`config.mk`:
```
export PLATFORM = sky130hd
export DESIGN_NAME = rom_msg_sender
export DESIGN_NICKNAME = d
export VERILOG_FILES = /design/src/rtl/rom_msg_sender.sv
export SDC_FILE = /design/constraint.sdc
export NUM_CORES = 1
export LEC_CHECK = 0
export CAP_MARGIN = 5
export CORE_MARGIN = 3
export CORE_UTILIZATION = 40
export CTS_CLUSTER_SIZE = 8
export DETAILED_ROUTE_END_ITERATION = 10
export PLACE_DENSITY_LB_ADDON = 0.25
export SLEW_MARGIN = 20
export SYNTH_ARGS = -nofsm -noshare
export SYNTH_HDL_FRONTEND = slang
export SYNTH_SLANG_ARGS = --single-unit
export TNS_END_PERCENT = 5
```
`constraint.sdc`:
```
create_clock -name i_clk -period 2.2 [get_ports i_clk]
set_input_delay 0.33 -clock i_clk [delete_from_list [all_inputs] [get_ports i_clk]]
set_output_delay 0.33 -clock i_clk [all_outputs]
set_load 0.01 [all_outputs]
```
`src/rtl/rom_msg_sender.sv`:
```
// rom_msg_sender
//   Streams a fixed-length message out of a synchronous character ROM into a
//   UART-style valid/ready transmitter interface, one byte at a time.
//
//   Parameters
//     ROM_ADDR_WIDTH : ROM address width in bits
//     MSG_LEN        : message length in bytes, 1..2**ROM_ADDR_WIDTH
//
//   Ports
//     i_clk      : clock, rising edge
//     i_rstn     : asynchronous active-low reset
//     i_start    : request one message (sampled in IDLE only)
//     o_rom_addr : ROM read address (byte counter)
//     i_rom_dout : ROM data, valid one clock after the address
//     o_tx_data  : byte offered to the transmitter
//     o_tx_valid : o_tx_data is valid
//     i_tx_ready : transmitter accepts the byte
//     o_busy     : high in every state except IDLE
//     o_done     : one-cycle pulse at message end
//
//   Build option
//     MSG_SENDER_NUL_TERM_EN : when defined, a 8'h00 read from the ROM ends
//                              the message early and is not transmitted.

module rom_msg_sender #(
    parameter int unsigned ROM_ADDR_WIDTH = 5,
    parameter int unsigned MSG_LEN        = 32
) (
    input  logic                      i_clk,
    input  logic                      i_rstn,
    input  logic                      i_start,
    output logic [ROM_ADDR_WIDTH-1:0] o_rom_addr,
    input  logic [7:0]                i_rom_dout,
    output logic [7:0]                o_tx_data,
    output logic                      o_tx_valid,
    input  logic                      i_tx_ready,
    output logic                      o_busy,
    output logic                      o_done
);

    typedef enum logic [2:0] {
        ST_IDLE,
        ST_FETCH,
        ST_LOAD,
        ST_SEND,
        ST_DONE
    } state_t;

    // Counter is compared against the last address before incrementing, so a
    // full-depth message ends on the top address without wrapping.
    localparam logic [ROM_ADDR_WIDTH-1:0] LAST_ADDR = ROM_ADDR_WIDTH'(MSG_LEN - 1);
    localparam logic [ROM_ADDR_WIDTH-1:0] ADDR_ONE  = ROM_ADDR_WIDTH'(1);

    state_t                    state, state_nxt;
    logic [ROM_ADDR_WIDTH-1:0] cnt, cnt_nxt;
    logic [7:0]                data_q, data_nxt;
    logic                      valid_q, valid_nxt;

    always_ff @(posedge i_clk or negedge i_rstn) begin
        if (!i_rstn) begin
            state   <= ST_IDLE;
            cnt     <= '0;
            data_q  <= '0;
            valid_q <= 1'b0;
        end else begin
            state   <= state_nxt;
            cnt     <= cnt_nxt;
            data_q  <= data_nxt;
            valid_q <= valid_nxt;
        end
    end

    always_comb begin
        state_nxt = state;
        cnt_nxt   = cnt;
        data_nxt  = data_q;
        valid_nxt = valid_q;

        case (state)
            ST_IDLE: begin
                if (i_start) begin
                    cnt_nxt   = '0;
                    state_nxt = ST_FETCH;
                end
            end

            // Address has been stable for this cycle; ROM output appears in LOAD.
            ST_FETCH: state_nxt = ST_LOAD;

            ST_LOAD: begin
`ifdef MSG_SENDER_NUL_TERM_EN
                if (i_rom_dout == 8'h00) begin
                    state_nxt = ST_DONE;
                end else begin
                    data_nxt  = i_rom_dout;
                    valid_nxt = 1'b1;
                    state_nxt = ST_SEND;
                end
`else
                data_nxt  = i_rom_dout;
                valid_nxt = 1'b1;
                state_nxt = ST_SEND;
`endif
            end

            ST_SEND: begin
                if (i_tx_ready) begin
                    valid_nxt = 1'b0;
                    if (cnt == LAST_ADDR) begin
                        state_nxt = ST_DONE;
                    end else begin
                        cnt_nxt   = cnt + ADDR_ONE;
                        state_nxt = ST_FETCH;
                    end
                end
            end

            ST_DONE: state_nxt = ST_IDLE;

            default: state_nxt = ST_IDLE;
        endcase
    end

    assign o_rom_addr = cnt;
    assign o_tx_data  = data_q;
    assign o_tx_valid = valid_q;
    assign o_busy     = (state != ST_IDLE);
    assign o_done     = (state == ST_DONE);

endmodule

```
==> flow_summary.json <==
{
  "status": "finished, final reports clean",
  "synth_warnings": 0,
  "cts_hold_buf": 0,
  "htree_num_levels": 1,
  "startpoint_type": "flip-flop",
  "io_pins": 28,
  "ys_seq_area_share_pct": 49.28,
  "slew_violations": 0,
  "cts.sinks": 17,
  "antenna_found_initial": 0,
  "hold_class": "in -> async",
  "post-place-ws_ns": 0.4101,
  "core_mm2": 0.002002,
  "clkSlewWorstSetupHoldPaths_ns": 0.11,
  "utilization_pct": 58.69,
  "synth_cells": 68,
  "cts-buffers-inserted": 3,
  "vias_per_cell": 4.952,
  "insertion_delay_ns": 0.29,
  "p_leak_nw": 0.5258,
  "grt_pass1_vias": 586,
  "cp.arrival_ns": 1.77,
  "worstSetupPathType": "reg -> out",
  "required_ns": 1.87,
  "fin_ws_ns": 0.09768,
  "fp.dieArea_mm2": 0.002752,
  "dp.cells": 121,
  "die_width_um": 52.46,
  "worst_path_max_delay_cell": "dfrtp_1",
  "flow.area_growth_from_synthesis_pct": 36.09,
  "reg2reg_depth": 7,
  "track_usage_pct": 13.08,
  "setup_violations": 0,
  "syn_nets": 82,
  "cts_tree": "yes",
  "clockBufferDepth": 2,
  "io_buffers": 27,
  "setup_tns_ns": 0,
  "multi_input_area_um2": 387.9,
  "dieHeight_um": 52.46,
  "tightest_slew_ns": 0.3653,
  "avgSynthCellArea_um2": 12.70,
  "drc": 0,
  "rsz0062_at_grt": "no",
  "path_cells": "or3_2 > clkdlybuf4s50_1",
  "fmax_mhz": 475.7,
  "drv_cap": 0,
  "grt_max_degree": 18,
  "rows": 16,
  "drt_first_pass_iters": 3,
  "drive_gt1_share_pct": 20.41,
  "gp_congestion": 0.7947,
  "finalNetCount": 113,
  "wl_per_cell_um": 12.81,
  "synth-seq-cells": 17,
  "path_depth": 2,
  "nFillCells": 182,
  "timing.final.crit_share_pct": 95.56,
  "ir_drop_uv": 691.2,
  "finalClockSkew_ns": 0.01251,
  "grt_pass1_wl_mm": 2.656,
  "final_cells": 125,
  "grt-ovfl-total": 0,
  "period_minus_slack_ns": 2.102,
  "drt-total-wl_mm": 1.601,
  "syn_area_um2": 863.3,
  "cp_num_buf_inv": 1,
  "cts_resized": 0,
  "cp-end-kind": "output port",
  "crit_family": "flip-flops",
  "regArea_um2": 425.4,
  "drt_iter0_drc": 8,
  "synth_cell_types": 29,
  "start_util_pct": 43.13,
  "critPathMaxStageDelay_ns": 0.50,
  "ant_nets": 0,
  "hold_viol": 0,
  "place_hpwl_mm": 1.186,
  "slew_headroom_pct": 75.64,
  "post_cts_buffers": 0,
  "critPathMaxFanout": 8,
  "diodes": 0,
  "root_buffer": "clkbuf_4",
  "power.density_mw_per_mm2": 1322,
  "num_vias": 619
}
## synth_stat cells
master	instances	area, um2
buf_4	1	7.510
and2_1	1	6.260
and3_1	3	18.77
dfrtp_1	17	425.4
nor2b_4	1	13.76
mux2i_1	3	30.03
nor2b_1	1	6.260
and2_2	1	7.510
nand4b_1	2	17.52
a21o_1	1	7.510
and3b_1	1	8.760
nand2_1	4	15.01
inv_1	6	22.52
or3_2	1	7.510
a21oi_4	1	16.27
a21oi_1	1	5.000
nand4_1	1	6.260
a221oi_1	1	8.760
nor2b_2	1	8.760
nor3_1	2	10.01
o221ai_1	1	8.760
or3b_4	1	11.26
o2bb2ai_1	1	8.760
ha_1	2	25.02
nor2_1	2	7.510
mux2_4	8	120.1
buf_12	1	20.02
nand3_1	1	5.000
and3_2	1	7.510
## layout make-up
| class | instances | share of cell area, % |
|---|---|---|
| clock buffers | 3 | 1.917 |
| inverters | 6 | 1.917 |
| well taps | 27 | 2.875 |
| repair buffers | 28 | 23.64 |
| multi-input cells | 43 | 33.01 |
| flip-flops and latches | 17 | 36.21 |
| clock inverters | 1 | 0.4260 |
## power by group
part,switching [mW],internal (mW)
Clock,0.0991,0.0675
Combinational,0.305,0.501
Sequential,0.125,0.456
## metal layers
metal  share of wire (%)  vias up  GRT usage, %  wire length, um
met4                0.62        0         3.404               10
met5                   0        -             0                0
li1                    -      297             -                -
met1                  48      306         18.33              762
met2                  46       14         18.39              737
met3                 5.6        2         5.413               90
## metrics by stage
stage	area, um2	power [mW]	hold WS (ns)
after floorplan	863.3	1.083	0.03441
after global placement	1147	1.387	0.4608
after detailed placement	1147	1.399	0.4669
after CTS	1175	1.579	0.3512
after global routing	1175	1.671	0.3555
final	1175	1.553	0.3502
## flip-flops by register name, summed over array words and instances, names as in the netlist
register and flops:
o_tx_valid 1, o_tx_data 8, o_rom_addr 5, state 3
## final timing paths
path                                    start            end  slack, ns
worst max-delay path                 state[2]         o_busy        0.1
worst min-delay path                   i_rstn       state[1]       0.35
worst max register to register  o_rom_addr[0]  o_rom_addr[1]       0.39
worst min register to register     o_tx_valid     o_tx_valid       0.49
max in group asynchronous              i_rstn  o_rom_addr[1]       1.65
min in group i_clk                 o_tx_valid     o_tx_valid       0.49
## cell families after synthesis
| logic type | share of synthesized area, % |
|---|---|
| muxes | 17.39 |
| buffers and inverters | 5.797 |
| and+or+nand+nor | 18.26 |
| DFF | 49.28 |
| AOI/OAI and AO/OA | 6.378 |
| adders and majority gates | 2.898 |
## cells in the final DEF, fill, tap and decap left out
| cell | Yosys | layout |
|---|---|---|
| a21o_1 | 1 | 1 |
| and3_1 | 3 | 3 |
| clkdlybuf4s50_1 | 0 | 27 |
| nor2b_2 | 1 | 1 |
| ha_1 | 2 | 2 |
| nor2b_4 | 1 | 1 |
| and3_2 | 1 | 1 |
| nand3_1 | 1 | 1 |
| mux2_4 | 8 | 8 |
| a221oi_1 | 1 | 1 |
| a21oi_1 | 1 | 1 |
| clkbuf_4 | 0 | 3 |
| o2bb2ai_1 | 1 | 1 |
| and2_2 | 1 | 1 |
| o221ai_1 | 1 | 1 |
| nand4_1 | 1 | 1 |
| nand2_1 | 4 | 4 |
| clkinv_2 | 0 | 1 |
| inv_1 | 6 | 6 |
| or3b_4 | 1 | 1 |
| and3b_1 | 1 | 1 |
| dfrtp_1 | 17 | 17 |
| a21oi_4 | 1 | 1 |
| or3_2 | 1 | 1 |
| nor2_1 | 2 | 2 |
| nor2b_1 | 1 | 1 |
| nor3_1 | 2 | 2 |
| nand4b_1 | 2 | 2 |
| mux2i_1 | 3 | 3 |
| and2_1 | 1 | 1 |
| buf_4 | 1 | 1 |
## worst reg2reg max path: stages (launching register included)
cell      delay, ns
dfrtp_1        0.42
ha_1           0.21
inv_1          0.07
nor3_1         0.05
ha_1           0.19
nand4b_1       0.28
a21oi_4        0.30
mux2i_1        0.22
(Power assumes the default switching activity.)
